===== src/rtl/inst_fetch_unit.sv =====
// Instruction fetch unit: issues one request at a time to a variable-latency
// instruction memory, buffers returned instructions and drives PC hold/advance.
//
// state  | meaning
// S_IDLE | no request outstanding; issue at pc_val when buffer has room
// S_WAIT | request outstanding; response is pushed into the buffer
// S_DROP | request outstanding after a redirect; response is discarded
module inst_fetch_unit #(
   parameter int DEPTH  = 2,
   parameter int ADDR_W = 32,
   parameter int DATA_W = 32
) (
   input  logic              clk,
   input  logic              rst,
   input  logic [ADDR_W-1:0] pc_val,
   input  logic              flush,
   output logic              hold_pc,
   output logic              mem_req,
   output logic [ADDR_W-1:0] mem_addr,
   input  logic [DATA_W-1:0] mem_rdata,
   input  logic              mem_ready,
   input  logic              id_stall,
   output logic              instr_valid,
   output logic [DATA_W-1:0] instr,
   output logic [ADDR_W-1:0] instr_pc
);

   localparam int PTR_W = (DEPTH > 1) ? $clog2(DEPTH) : 1;
   localparam logic [PTR_W:0] CNT_FULL = (PTR_W+1)'(DEPTH);

   typedef enum logic [1:0] {S_IDLE, S_WAIT, S_DROP} state_t;

   state_t            state;
   logic [DATA_W-1:0] data_mem [DEPTH];
   logic [ADDR_W-1:0] pc_mem   [DEPTH];
   logic [PTR_W-1:0]  rd_ptr;
   logic [PTR_W-1:0]  wr_ptr;
   logic [PTR_W:0]    count;
   logic              push;
   logic              pop;

   // The PC steps only on an accepted fetch or a redirect.
   assign hold_pc     = !(flush || (state == S_WAIT && mem_ready));
   assign push        = (state == S_WAIT) && mem_ready && !flush;
   assign pop         = instr_valid && !id_stall && !flush;
   assign instr_valid = (count != '0);
   assign instr       = data_mem[rd_ptr];
   assign instr_pc    = pc_mem[rd_ptr];

   always_ff @(posedge clk or posedge rst) begin
      if (rst) begin
         state    <= S_IDLE;
         mem_req  <= 1'b0;
         mem_addr <= '0;
      end else begin
         case (state)
            S_IDLE: begin
               if (!flush && count < CNT_FULL) begin
                  mem_addr <= pc_val;
                  mem_req  <= 1'b1;
                  state    <= S_WAIT;
               end
            end
            S_WAIT: begin
               if (mem_ready) begin
                  mem_req <= 1'b0;
                  state   <= S_IDLE;
               end else if (flush) begin
                  state <= S_DROP;
               end
            end
            S_DROP: begin
               // The memory cannot take a request back; wait it out.
               if (mem_ready) begin
                  mem_req <= 1'b0;
                  state   <= S_IDLE;
               end
            end
            default: state <= S_IDLE;
         endcase
      end
   end

   always_ff @(posedge clk or posedge rst) begin
      if (rst) begin
         rd_ptr <= '0;
         wr_ptr <= '0;
         count  <= '0;
      end else if (flush) begin
         rd_ptr <= '0;
         wr_ptr <= '0;
         count  <= '0;
      end else begin
         if (push) wr_ptr <= wr_ptr + 1'b1;
         if (pop)  rd_ptr <= rd_ptr + 1'b1;
         if (push && !pop)      count <= count + 1'b1;
         else if (pop && !push) count <= count - 1'b1;
      end
   end

   always_ff @(posedge clk or posedge rst) begin
      if (rst) begin
         for (int i = 0; i < DEPTH; i++) begin
            data_mem[i] <= '0;
            pc_mem[i]   <= '0;
         end
      end else if (push) begin
         data_mem[wr_ptr] <= mem_rdata;
         pc_mem[wr_ptr]   <= mem_addr;
      end
   end

endmodule

===== config.mk =====
export PLATFORM = sky130hd
export DESIGN_NAME = inst_fetch_unit
export DESIGN_NICKNAME = d
export VERILOG_FILES = /design/src/rtl/inst_fetch_unit.sv
export SDC_FILE = /design/constraint.sdc
export NUM_CORES = 1
export LEC_CHECK = 0
export CORE_MARGIN = 3
export CORE_UTILIZATION = 25
export DETAILED_ROUTE_END_ITERATION = 10
export GPL_ROUTABILITY_DRIVEN = 0
export GPL_TIMING_DRIVEN = 1
export PLACE_DENSITY = 0.54
export SLEW_MARGIN = 20
export SYNTH_ARGS = -nofsm -noshare
export SYNTH_HDL_FRONTEND = slang
export SYNTH_SLANG_ARGS = --single-unit

===== constraint.sdc =====
create_clock -name clk -period 10.9 [get_ports clk]
set_clock_uncertainty 0.2 [all_clocks]
set_input_delay 2.18 -clock clk [delete_from_list [all_inputs] [get_ports clk]]
set_output_delay 2.18 -clock clk [all_outputs]
set_load 0.01 [all_outputs]

==> run summary <==
The flow ran to the end, and the final reports show no timing, DRC or antenna violations. The number of pins exceeding their max-slew limit in the final report was 0. Grouping stages by cell kind, the critical path spends the most delay in buffers and inverters.

The number of CTS-inserted buffers is 17. The share of the cycle needed by the critical path after routing came out at 0.5501. The signal on the critical path passes through clkdlybuf4s50_1, a21oi_1, clkdlybuf4s50_1. The proportion of layout cells with a drive suffix above 1 came out at 0.4087. The latest clock arrival within the worst-skew pair is 0.41 ns. Synthesis produced a netlist whose cell count is around 460. The site row count is 61. Across every metal layer, demand over resource in global routing totals 0.1098. The repair_antennas step left the layout with diodes totalling 0. The total of hold buffers inserted after clock tree synthesis is 0. The cell seen most often among critical-path stages is clkdlybuf4s50_1. The relative slew slack came out at 0.3909. Sorting the synthesized cells by area gives the leading types as dfrtp_1 (58%), mux2_2 (34%), buf_6 (0.94%). The placeable core region is 0.02801 mm².

Of the synthesized area, sequential elements account for 0.5834. Setup repair after global routing left no endpoint under its margin. The final setup TNS came out at 0 ns. The final-stage net count is 703. In this run the post-CTS setup repair buffer count came out at 0. The number of flops mapped to enable cells by yosys came out at 0. The floorplan die area is approximately 0.03 mm². From synthesis to final layout, the design area changed by 37.19%. The via count of the first global-routing pass is 5,005. The number of synthesized register bits is between 150 and 200.

The worst slack at placement is 4.890 ns. By instance count, the leading cell after synthesis is mux2_2. The power density relative to cell area is 287.4 mW/mm².

STA classifies the critical path startpoint as an input pin. The arrival time at the worst endpoint is ~3.6 ns. Setup slack closes at 4.904 ns. For this design, the sink count on the clock tree is 167. The number of top-level pins came out at about 170. The number of antenna violations at the first check in global routing came out at 0. The clock transition at the register clock pins on the worst setup and hold paths after CTS is approximately 0.070 ns.

The critical path contains buffers and inverters numbering 2 combined. On the critical path, the stage with the largest delay is an instance of clkdlybuf4s50_1. The final routed wire length divided by cell count came out at 16.25 µm.

The width of the chip is 175.3 µm. Gates resized during post-CTS repair numbered 0. The CTS tree is done.

The total congestion overflow came out at 0. In this run the clock root is driven by a clkbuf_16. The summed instance area of the synthesized netlist is 0.007163 mm². The largest fanout on the critical path is 12.

For this run, the leading register cell type out of synthesis is dfrtp_1. The violation count after the first detailed-route iteration is 120. The final wirelength is 16.56 mm.

The post-synthesis cell type count came out at 30. The highest ir drop seen on vdd came out at 0.1170 mV. In this run the worst hold path is classified as flip-flop to flip-flop. The maximum buffer depth of the clock tree came out at 2.

Dividing the detail-routed via count by the number of cells gives 4.252. The fraction of registers with async set/reset is 1.000. The share of the core filled with cells in the final layout is 0.3508. The Yosys step of the flow raised 0 warnings. The antenna violation net count after detailed routing is 0. The pre-antenna-repair detailed-routing pass consisted of 4 iterations.

The share of synthesized area in the top cell type comes to 0.5834. The number of buffer cells added on primary ports came out at ~170. The final period demand of the worst path is 5.996 ns.

The total number of vias came out at roughly 4,300. The required arrival time at the worst endpoint is 8.52 ns. Once detailed placement completed, the half-perimeter wirelength came to roughly 11 mm. The post-synth net total is ~540. The number of H-tree levels is 4.

For this run, the top clock speed supported by timing is between 150 and 200 MHz. By startpoint and endpoint, the worst setup path is classified as input pin to output port. The count of endpoints failing hold in the final timing report is 0.

The number of maximum-capacitance constraint violations came out at 0. Entering global routing, the biggest net connects 98 pins. The starting utilization of the core area is 0.2557. Summed over all instances, the cell type with the most area after synthesis is dfrtp_1.

In this design, the stage delay of the slowest critical-path cell is around 0.65 ns. For the pin with the worst max-slew slack, the measured transition is 0.9136 ns. After detailed routing, the number of remaining DRC violations is 0. The setup violation total in the final timing report is 0. The height of the chip is 175.3 µm. In the synthesized netlist, the cells that appear most often are mux2_2 (219), dfrtp_1 (167), buf_2 (12). The first-pass GRT wire length is 26.77 mm. The capturing element type of the critical path is an output port. In this run the static leakage power is 4.103 nW. The average instance in the mapped netlist occupies approximately 16 µm².
[per-layer routing]
metal / wire length (µm) / track usage
met4: 150 / 0.03092
met5: 0 / 0
met3: 748 / 0.02767
met2: 8390 / 0.1933
met1: 7266 / 0.1332
[layout make-up]
cell class              instances  area, µm²
fillers                      2746      18180
flip-flops and latches        167       4180
multi-input cells             264       2818
repair buffers                174       1724
well taps                     378      473.0
clock buffers                  18      439.2
clock inverters                13      168.9
inverters                       5      23.77
[stage by stage]
step           hold WS [ns]  cells  area [µm²]  total power (W)
2_1_floorplan        0.2541    461        7163         0.001660
3_3_place_gp         0.2629    988        9219         0.002178
3_5_place_dp         0.2731    988        9219         0.002229
4_1_cts              0.2907   1019        9827         0.002881
5_1_grt              0.2932   1019        9827         0.003002
6_report             0.2838   1019        9827         0.002825
[sequential cells by signal (all words and copies together) (netlist names)]
| register | cells |
|---|---|
| data_mem | 64 |
| mem_addr | 32 |
| pc_mem | 64 |
| mem_req | 1 |
| rd_ptr | 1 |
| wr_ptr | 1 |
| state | 2 |
| count | 2 |
[logic make-up after synthesis]
kind of cell,Yosys count,synth area share
multiplexers,225,0.3535
flip-flops,167,0.5834
buffers and inverters,30,0.02410
AO/OA/AOI/OAI,17,0.01415
AND/OR/NAND/NOR,16,0.01485
adder cells (fa/ha/maj),5,0.008734
XOR/XNOR,1,0.001223
[worst paths after layout]
kind	start	endpoint	slack [ns]	cells past startpoint
setup reg to reg	state[1]$_DFFE_PP0P_	data_mem[40]$_DFFE_PP0P_	8.49	6
min in group asynchronous	rst	data_mem[39]$_DFFE_PP0P_	2.11	2
hold reg to reg	data_mem[51]$_DFFE_PP0P_	data_mem[51]$_DFFE_PP0P_	0.28	1
setup / recovery	flush	hold_pc	4.90	3
hold / removal	data_mem[51]$_DFFE_PP0P_	data_mem[51]$_DFFE_PP0P_	0.28	1
max in group asynchronous	rst	rd_ptr$_DFFE_PP0P_	6.90	3
[power breakdown]
part / switching [W] / internal (W) / leakage (nW)
Sequential: 0.000179 / 0.000912 / 2.06
Combinational: 0.000395 / 0.000710 / 1.75
Clock: 0.000261 / 0.000369 / 0.286
[cell usage in the layout (no fill, tap or decap), drive strengths merged, types with 3 or more instances in the layout]
| cell type | instances |
|---|---|
| a21oi | 6 |
| clkdlybuf4s50 | 167 |
| ha | 5 |
| clkbuf | 18 |
| nor2 | 3 |
| o21ai | 5 |
| dfrtp | 167 |
| bufinv | 3 |
| buf | 7 |
| clkinvlp | 4 |
| nand2 | 3 |
| inv | 9 |
| mux2 | 224 |
Power figures use the tool's default switching activity.
